[config.mk]
export PLATFORM = sky130hd
export DESIGN_NAME = m_axis_cq_dispatch
export DESIGN_NICKNAME = d
export VERILOG_FILES = /design/src/rtl/m_axis_cq_dispatch.sv
export SDC_FILE = /design/constraint.sdc
export NUM_CORES = 1
export LEC_CHECK = 0
export ABC_AREA = 1
export BUFFER_PORTS_ARGS = -buffer_cell sky130_fd_sc_hd__buf_2
export CAP_MARGIN = 20
export CORE_AREA = 2 2 446 448
export DETAILED_ROUTE_END_ITERATION = 12
export DIE_AREA = 0 0 448 450
export PLACE_DENSITY = 0.3
export SLEW_MARGIN = 20
export SYNTH_ARGS = -nofsm -noshare
export SYNTH_HDL_FRONTEND = slang
export SYNTH_SLANG_ARGS = --single-unit
[constraint.sdc]
create_clock -name user_clk -period 4.3 [get_ports user_clk]
set_input_delay 0.86 -clock user_clk [delete_from_list [all_inputs] [get_ports user_clk]]
set_output_delay 0.86 -clock user_clk [all_outputs]
set_load 0.005 [all_outputs]
[src/rtl/m_axis_cq_dispatch.sv]
// Purpose: demultiplex completer-request TLPs to N_SINKS consumers by BAR id; unmapped BARs are drained and counted.
// Latency: zero; data/keep/last/user pass straight through, only the routing decision is registered per packet.
// Backpressure: s_tready follows the selected sink's m_tready only; dropped packets are always accepted.
module m_axis_cq_dispatch #(
    parameter int          DATA_WIDTH = 256,
    parameter int          KEEP_WIDTH = DATA_WIDTH/8,
    parameter int          N_SINKS    = 2,
    parameter logic [23:0] BAR_MAP    = 24'hFFFFF8
) (
    input  logic                          user_clk,
    input  logic                          user_reset,
    input  logic [DATA_WIDTH-1:0]         s_tdata,
    input  logic [KEEP_WIDTH-1:0]         s_tkeep,
    input  logic                          s_tlast,
    input  logic [84:0]                   s_tuser,
    input  logic                          s_tvalid,
    output logic                          s_tready,
    output logic [N_SINKS*DATA_WIDTH-1:0] m_tdata,
    output logic [N_SINKS*KEEP_WIDTH-1:0] m_tkeep,
    output logic [N_SINKS-1:0]            m_tlast,
    output logic [N_SINKS*85-1:0]         m_tuser,
    output logic [N_SINKS-1:0]            m_tvalid,
    input  logic [N_SINKS-1:0]            m_tready,
    output logic [15:0]                   drop_count,
    output logic                          busy
);

    typedef enum logic [1:0] {IDLE, ROUTE, DROP} state_t;

    state_t      state, state_nxt;
    logic [1:0]  sel, sel_nxt;
    logic [2:0]  bar_id;
    logic [2:0]  dsel;
    logic        dsel_ok;
    logic        drop_inc;

    assign m_tdata = {N_SINKS{s_tdata}};
    assign m_tkeep = {N_SINKS{s_tkeep}};
    assign m_tlast = {N_SINKS{s_tlast}};
    assign m_tuser = {N_SINKS{s_tuser}};
    assign busy    = (state != IDLE);

    // First-beat decode; later beats of a packet ignore tuser and use the locked sel.
    assign bar_id  = s_tuser[8:6];
    assign dsel    = 3'(BAR_MAP >> (3 * bar_id));
    assign dsel_ok = (int'(dsel) < N_SINKS);

    always_comb begin
        state_nxt = state;
        sel_nxt   = sel;
        s_tready  = 1'b0;
        m_tvalid  = '0;
        drop_inc  = 1'b0;
        case (state)
            IDLE: begin
                if (dsel_ok) begin
                    for (int i = 0; i < N_SINKS; i++) begin
                        if (dsel == 3'(i)) begin
                            m_tvalid[i] = s_tvalid;
                            s_tready    = m_tready[i];
                        end
                    end
                    if (s_tvalid && s_tready && !s_tlast) begin
                        sel_nxt   = dsel[1:0];
                        state_nxt = ROUTE;
                    end
                end else begin
                    s_tready = 1'b1;
                    if (s_tvalid) begin
                        drop_inc = 1'b1;
                        if (!s_tlast) state_nxt = DROP;
                    end
                end
            end
            ROUTE: begin
                for (int i = 0; i < N_SINKS; i++) begin
                    if (sel == 2'(i)) begin
                        m_tvalid[i] = s_tvalid;
                        s_tready    = m_tready[i];
                    end
                end
                if (s_tvalid && s_tready && s_tlast) state_nxt = IDLE;
            end
            DROP: begin
                s_tready = 1'b1;
                if (s_tvalid && s_tlast) state_nxt = IDLE;
            end
            default: state_nxt = IDLE;
        endcase
        // Nothing is offered or accepted while reset is held.
        if (user_reset) begin
            s_tready = 1'b0;
            m_tvalid = '0;
            drop_inc = 1'b0;
        end
    end

    always_ff @(posedge user_clk) begin
        if (user_reset) begin
            state      <= IDLE;
            sel        <= 2'd0;
            drop_count <= 16'd0;
        end else begin
            state <= state_nxt;
            sel   <= sel_nxt;
            if (drop_inc && drop_count != 16'hFFFF) drop_count <= drop_count + 16'd1;
        end
    end

endmodule

==> results of run 1 <==
## stage by stage
stage / util / hold WS [ns]
6_report: 0.0240 / 0.518
3_3_place_gp: 0.0236 / 0.514
5_1_grt: 0.0240 / 0.547
3_5_place_dp: 0.0236 / 0.498
4_1_cts: 0.0240 / 0.518
2_1_floorplan: - / 0.463
## power groups by stage
stage               Combinational (mW)  Sequential (mW)  Clock [mW]
floorplan                        0.588            0.183           0
CTS                             0.0641            0.180       0.322
finish                          0.0639            0.180       0.266
global route                    0.0677            0.181       0.303
detailed placement              0.0640            0.184           0
global placement                0.0647            0.184           0
## worst register-to-register path: stages, from the launching register on
cell,delay (ns)
dfxtp_1,0.46
ha_1,0.29
inv_1,0.07
nor2_2,0.15
nand2_2,0.14
o21ai_4,0.49
inv_2,0.26
nand2_1,0.13
a21oi_1,0.06
## per-layer routing
layer,vias up,track usage,part of all wire
met2,898,0.128,0.44
met4,12,0.0268,0.033
li1,672,-,-
met1,1023,0.0350,0.14
met5,-,0.0123,0.0036
met3,141,0.154,0.38
## placed cells by master (no fill, tap or decap)
| master | n |
|---|---|
| nand2_1 | 69 |
| buf_2 | 34 |
| nor2_1 | 23 |
| inv_1 | 21 |
| dfxtp_1 | 19 |
| a21oi_1 | 18 |
| nand4_1 | 6 |
| nand3_1 | 5 |
| o21ai_0 | 5 |
| xnor2_1 | 4 |
| buf_4 | 4 |
| xor2_1 | 3 |
| clkbuf_16 | 3 |
| nand2_2 | 2 |
| nor2_2 | 2 |
| a221oi_1 | 1 |
| o21ai_4 | 1 |
| inv_2 | 1 |
| or2_2 | 1 |
| o31ai_1 | 1 |
| a311oi_1 | 1 |
| o21bai_1 | 1 |
| ha_1 | 1 |
| conb_1 | 1 |
| clkinv_2 | 1 |
## worst paths after layout
| kind | to | slack [ns] |
|---|---|---|
| hold / removal | sel[0]$_SDFFE_PP0P_ | 0.52 |
| setup / recovery | s_tready | 0.90 |
| hold reg to reg | sel[0]$_SDFFE_PP0P_ | 0.52 |
| setup reg to reg | drop_count[9]$_SDFFE_PP0P_ | 2.11 |
## kinds of logic after synthesis
kind of cell / after synthesis
DFF: 19
AOI/OAI and AO/OA: 28
adders and majority gates: 1
other: 1
xor gates and xnor gates: 7
buffers and inverters: 775
and+or+nand+nor: 108
## final cells by class
cell class / instances / area share
Clock buffer: 3 / 0.0159
Multi-Input combinational cell: 145 / 0.144
Inverter: 22 / 0.0175
Clock inverter: 1 / 0.00106
Timing Repair Buffer: 38 / 0.0424
Sequential cell: 19 / 0.0805
Tap cell: 2640 / 0.699
## state kept, by name (all words and copies together), names as in the netlist
| signal | cells |
|---|---|
| drop_count | 16 |
| sel | 1 |
| state | 2 |
==> metrics.md, run 1 <==
| Metric | Value |
|---|---|
| Syn-to-layout area delta | `-30.5%` |
| Synth Area in XOR/XNOR | `0.00902` |
| Slew @ Worst Pin | `0.663 ns` |
| Power per Cell Area | `around 110 mW/mm2` |
| Max-slew headroom | `0.558` |
| Area of the mapped netlist | `between 0.006 and 0.007 mm2` |
| Clk Latency, worst-skew pair | `roughly 0.30 ns` |
| Final Hold Fails | `0` |
| WP buf/inv | `3` |
| Place WS | `between 1 and 1.5 ns` |
| Final worst slack | `0.899 ns` |
| CTS Buf Count | `3` |
| CP Capture Type | `output pin` |
| Cell depth of the worst setup path | `7` |
| First-pass GRT wire length | `~96000 um` |
| Most frequent cell after synthesis | `buf_4` |
| Unrepaired setup endpoints after global routing | `no` |
| WL per Instance | `slightly above 30 um` |
| Worst path cell trace | `buf_2, nor2_1, nand2_1, nor2_1, a221oi_1, buf_4, buf_2` |
| Sw frac | `0.370` |
| CTS tree | `done` |
| # port buffers | `34` |
| Drt initial violations | `approximately 240` |
| Die area | `0.202 mm2` |
| EDFF count, synth | `0` |
| Die Height | `between 400 and 500 um` |
| Vias | `~2700` |
| Placed inst area | `0.00465 mm2` |
| DRC | `0` |
| I/O Pins | `between 1000 and 1500` |
| Final period util | `0.791` |
| Launch point of the worst reg-to-reg path | `drop_count[1]$_SDFFE_PP0P_` |
| Hold Buf Count CTS | `0` |
| Net switching power | `between 150 and 200 uW` |
| Synth warn | `0` |
| Seq pwr share | `0.353` |
| Worst min-delay path class | `register to register` |
| Filler instances | `between 20000 and 25000` |
| Post-CTS Setup Repair Bufs | `0` |
| Leakage | `~0.65 nW` |
| Final setup fails | `0` |
| DRT Wirelength | `between 80000 and 90000 um` |
| Comb pwr share | `0.125` |
| Post-synth top flop | `dfxtp_1` |
| Initial Util | `0.0346` |
| Antenna violations before repair | `5` |
| CP startpoint | `s_tuser[7]` |
| Total Nets Final | `609` |
| Synth Area in Simple Gates | `0.0646` |
| Core ar. | `a little under 0.2 mm2` |
| WS Path Type | `input pin to output pin` |
| Commonest cells in the netlist | `749 x buf_4, 69 x nand2_1, 23 x nor2_1, 21 x inv_1, 19 x dfxtp_1` |
| CTS Sinks | `19` |
| Post-synthesis sequential area ratio | `0.0560` |
| VDD IR max | `roughly 140 uV` |
| Tot Pwr | `510 uW` |
| # Max-Cap Violations | `0` |
| Post-DP HPWL | `84700 um` |
| GRT overflow | `0` |
| WP data required | `3.44 ns` |
| Max frequency | `0.294 GHz` |
| Clk root buf | `clkbuf_16` |
| Slew Viols, Final | `0` |
| Dpl cells | `about 2900` |
| Final Critical Period | `3.40 ns` |
| Via density | `roughly 0.96` |
| Clock-pin slew on the worst setup and hold paths | `around 0.09 ns` |
| Largest family of logic cells by synthesized area | `buffers and inverters` |
| Fin area | `roughly 0.0047 mm2` |
| Post-CTS Resized | `0` |
| Critical path launch point type | `input pin` |
| Clock Path Buffers | `2` |
| Delay-heaviest family, CP | `buffers and inverters` |
| Multiplexer area fraction after synthesis | `0` |
| DRT antenna net count | `0` |
| Sequential cell area | `about 380 um2` |
| Clock skew | `roughly 0.0062 ns` |
| GRT Resource Usage Total | `0.0847` |
| Synth area leaders | `buf_4 83%, dfxtp_1 5.6%, nand2_1 3.8%, a21oi_1 1.3%, nor2_1 1.3%` |
| Adder-cell share of the synthesized area | `0.00184` |
| # diodes | `0` |
| Crit path largest cell delay | `slightly below 0.6 ns` |
| Area fraction of the dominant cell type after synthesis | `0.827` |
| Placer Congestion | `around 0.7` |
| Post-route setup TNS | `0 ns` |
| Post-Layout Cell Count | `roughly 2900` |
| Cell-internal power | `322 uW` |
| Site Rows | `between 150 and 200` |
| Pre-antenna DRT Iters | `4` |
| Multi-input logic area | `between 600 and 700 um2` |
| Post-synthesis async set-or-reset flop share | `0` |
| Die Wd | `approximately 450 um` |
| Vias in the first global route | `between 2000 and 3000` |
| WP data arrival | `2.54 ns` |
| H-tree levels | `1` |
| CP max-delay cell | `a221oi_1` |
| Clock Power Share | `0.521` |
| Compound-cell area share of the yosys netlist | `0.0241` |
| Share of layout cells above drive strength 1 | `0.215` |
| Hold depth | `2` |
| Worst Hold Launch | `sel[0]$_SDFFE_PP0P_` |
| Post-synthesis cell count | `939` |
| R2R depth | `8` |
| Largest net degree at the start of global routing | `19` |
| Largest area contributor in the netlist | `buf_4` |
| Post-synth cell types | `25` |
| Syn Area/Cell | `7.24 um2` |
| #FFs+latches synth | `19` |
| Syn nets | `about 1300` |
| Status | `complete, no violations` |
| Max FO, Critical Path | `4` |
(Power assumes the default switching activity.)
==> run 2: changes to the inputs <==
--- a/config.mk
+++ b/config.mk
@@ -8,9 +8,9 @@
 export ABC_AREA = 1
 export BUFFER_PORTS_ARGS = -buffer_cell sky130_fd_sc_hd__buf_2
 export CAP_MARGIN = 20
-export CORE_AREA = 2 2 446 448
+export CORE_AREA = 2 2 445 447
 export DETAILED_ROUTE_END_ITERATION = 12
-export DIE_AREA = 0 0 448 450
+export DIE_AREA = 0 0 447 449
 export PLACE_DENSITY = 0.3
 export SLEW_MARGIN = 20
 export SYNTH_ARGS = -nofsm -noshare
==> constraint.sdc (replaced) <==
create_clock -name user_clk -period 2.8 [get_ports user_clk]
set_input_delay 0.56 -clock user_clk [delete_from_list [all_inputs] [get_ports user_clk]]
set_output_delay 0.56 -clock user_clk [all_outputs]
set_load 0.005 [all_outputs]
==> metrics.md, run 2 (synthesized netlist as in run 1, its figures left out) <==
| Metric | Value |
|---|---|
| Status | `complete, no violations` |
| Net switching power | `310 uW (+65%)` |
| Max frequency | `between 0.3 and 0.4 GHz` |
| Core ar. | `0.196 mm2 (-0.21%)` |
| Leakage | `0.702 nW (+7.5%)` |
| Final Hold Fails | `0 (unchanged)` |
| WHS | `0.498 ns (-0.0204 ns)` |
| GRT overflow | `0 (unchanged)` |
| Seq pwr share | `0.339 (-0.014)` |
| Share of layout cells above drive strength 1 | `0.246 (+0.0309)` |
| Total Nets Final | `617 (+1.3%)` |
| I/O Pins | `1147 (unchanged)` |
| DRC | `0 (unchanged)` |
| VDD IR max | `199 uV (+41%)` |
| Clk Latency, worst-skew pair | `0.32 ns (+0.02 ns)` |
| Power per Cell Area | `170 mW/mm2 (+57%)` |
| Worst min-delay path class | `input pin to register` |
| Post-CTS Setup Repair Bufs | `0 (unchanged)` |
| Antenna violations before repair | `6 (+1)` |
| Max reg flops | `16 (unchanged)` |
| Placer Congestion | `0.775 (+9.0%)` |
| CTS tree | `done` |
| Final period util | `0.937` |
| WS Path Type | `input pin to output pin` |
| CP Capture Type | `output pin` |
| Via density | `0.983 (+2.6%)` |
| Largest net degree at the start of global routing | `15 (-4)` |
| Max FO, Critical Path | `4 (unchanged)` |
| Sw frac | `0.379 (+0.00985)` |
| Hold Buf Count CTS | `0 (unchanged)` |
| Pre-antenna DRT Iters | `5 (+1)` |
| Clock Path Buffers | `2 (unchanged)` |
| WP data arrival | `2.06 ns (-0.48 ns)` |
| First-pass GRT wire length | `96500 um (+0.97%)` |
| Drt initial violations | `261 (+10%)` |
| Slew @ Worst Pin | `0.584 ns (-0.0797 ns)` |
| Post-CTS Resized | `0 (unchanged)` |
| Largest registers | `drop_count x16, state x2, sel x1` |
| Vias in the first global route | `2655 (+2.1%)` |
| Die Wd | `447 um (-0.22%)` |
| Vias | `2827 (+2.9%)` |
| Initial Util | `0.0346 (+0.0000719)` |
| Clock Power Share | `0.517 (-0.004)` |
| Slew Viols, Final | `0 (unchanged)` |
| Cell-internal power | `507 uW (+58%)` |
| Site Rows | `163 (unchanged)` |
| Commonest non-fill, non-tap cell in the layout | `nand2_1` |
| H-tree levels | `1 (unchanged)` |
| Unrepaired setup endpoints after global routing | `no` |
| Sequential cell area | `380 um2 (unchanged)` |
| CTS Sinks | `19 (unchanged)` |
| Post-DP HPWL | `85600 um (+1.2%)` |
| DRT Wirelength | `90100 um (+0.78%)` |
| Critical path launch point type | `input pin` |
| Final setup fails | `0 (unchanged)` |
| Biggest register | `drop_count` |
| Clock skew | `0.0301 ns (+0.0239 ns)` |
| CTS Buf Count | `3 (unchanged)` |
| Post-route setup TNS | `0 ns (unchanged)` |
| Syn-to-layout area delta | `-29.1%` |
| Comb pwr share | `0.144 (+0.019)` |
| Filler instances | `23638 (-0.013%)` |
| WP data required | `2.24 ns (-1.20 ns)` |
| DRT antenna net count | `0 (unchanged)` |
| GRT Resource Usage Total | `0.0860 (+0.00128)` |
| # Max-Cap Violations | `0 (unchanged)` |
| Final Critical Period | `2.62 ns` |
| Die area | `0.201 mm2 (-0.44%)` |
| WL per Instance | `31.3 um (+0.47%)` |
| Clock-pin slew on the worst setup and hold paths | `0.12 ns (+0.03 ns)` |
| Max-slew headroom | `0.610 (+0.0522)` |
| # port buffers | `34 (unchanged)` |
| Clk root buf | `clkbuf_16` |
| Multi-input logic area | `687 um2 (+0.92%)` |
| Most frequent cells in the layout | `69 x nand2_1, 34 x buf_2, 23 x nor2_1` |
| Die Height | `449 um (-0.22%)` |
-- run 2: power groups by stage --
| stage | clock, mW | combinational, mW | sequential, mW |
|---|---|---|---|
| 6_report | 0.422 | 0.118 | 0.277 |
| 4_1_cts | 0.478 | 0.126 | 0.277 |
| 3_3_place_gp | 0 | 0.126 | 0.283 |
| 3_5_place_dp | 0 | 0.125 | 0.283 |
| 5_1_grt | 0.466 | 0.130 | 0.278 |
| 2_1_floorplan | 0 | 0.904 | 0.282 |
-- run 2: cell type report --
class | count | share of cell area
clock inverter | 1 | 0.00104
timing repair buffer | 46 | 0.0592
sequential | 19 | 0.0789
clock buffer | 3 | 0.0156
multi-input combinational | 145 | 0.142
tap | 2640 | 0.685
inverter | 22 | 0.0171
antenna | 1 | 0.000519
-- run 2: routing by layer --
layer,wire [um],global-route usage,vias to the layer above
met1,14200,0.0387,1057
met5,103,0.00601,-
met3,35300,0.159,141
met2,37800,0.126,931
li1,-,-,692
met4,2680,0.0252,6
-- run 2: worst paths after layout --
check                                   from  cells after the start  slack, ns                    endpoint
setup / recovery                  s_tuser[7]                      7       0.18                    s_tready
hold / removal                   m_tready[0]                      2       0.50         sel[0]$_SDFFE_PP0P_
setup reg to reg  drop_count[0]$_SDFFE_PP0P_                      9       0.97  drop_count[3]$_SDFFE_PP0P_
hold reg to reg          sel[0]$_SDFFE_PP0P_                      2       0.52         sel[0]$_SDFFE_PP0P_
-- run 2: metrics by stage --
| step | worst slack (ns) | std cells | util | total power [mW] | area (um2) |
|---|---|---|---|---|---|
| 3_5_place_dp | 0.197 | 2872 | 0.0242 | 0.409 | 4740 |
| 3_3_place_gp | 0.182 | 2872 | 0.0242 | 0.409 | 4740 |
| 5_1_grt | 0.0933 | 2877 | 0.0246 | 0.874 | 4820 |
| 6_report | 0.176 | 2877 | 0.0246 | 0.817 | 4820 |
| 2_1_floorplan | 1.16 | 939 | - | 1.19 | 6800 |
| 4_1_cts | 0.197 | 2876 | 0.0246 | 0.881 | 4820 |
-- run 2: worst max-delay path, stage by stage --
cell      delay [ns]
buf_2           0.10
nor2_1          0.04
nand2_1         0.42
nor2_1          0.21
a221oi_2        0.42
buf_12          0.18
buf_2           0.11
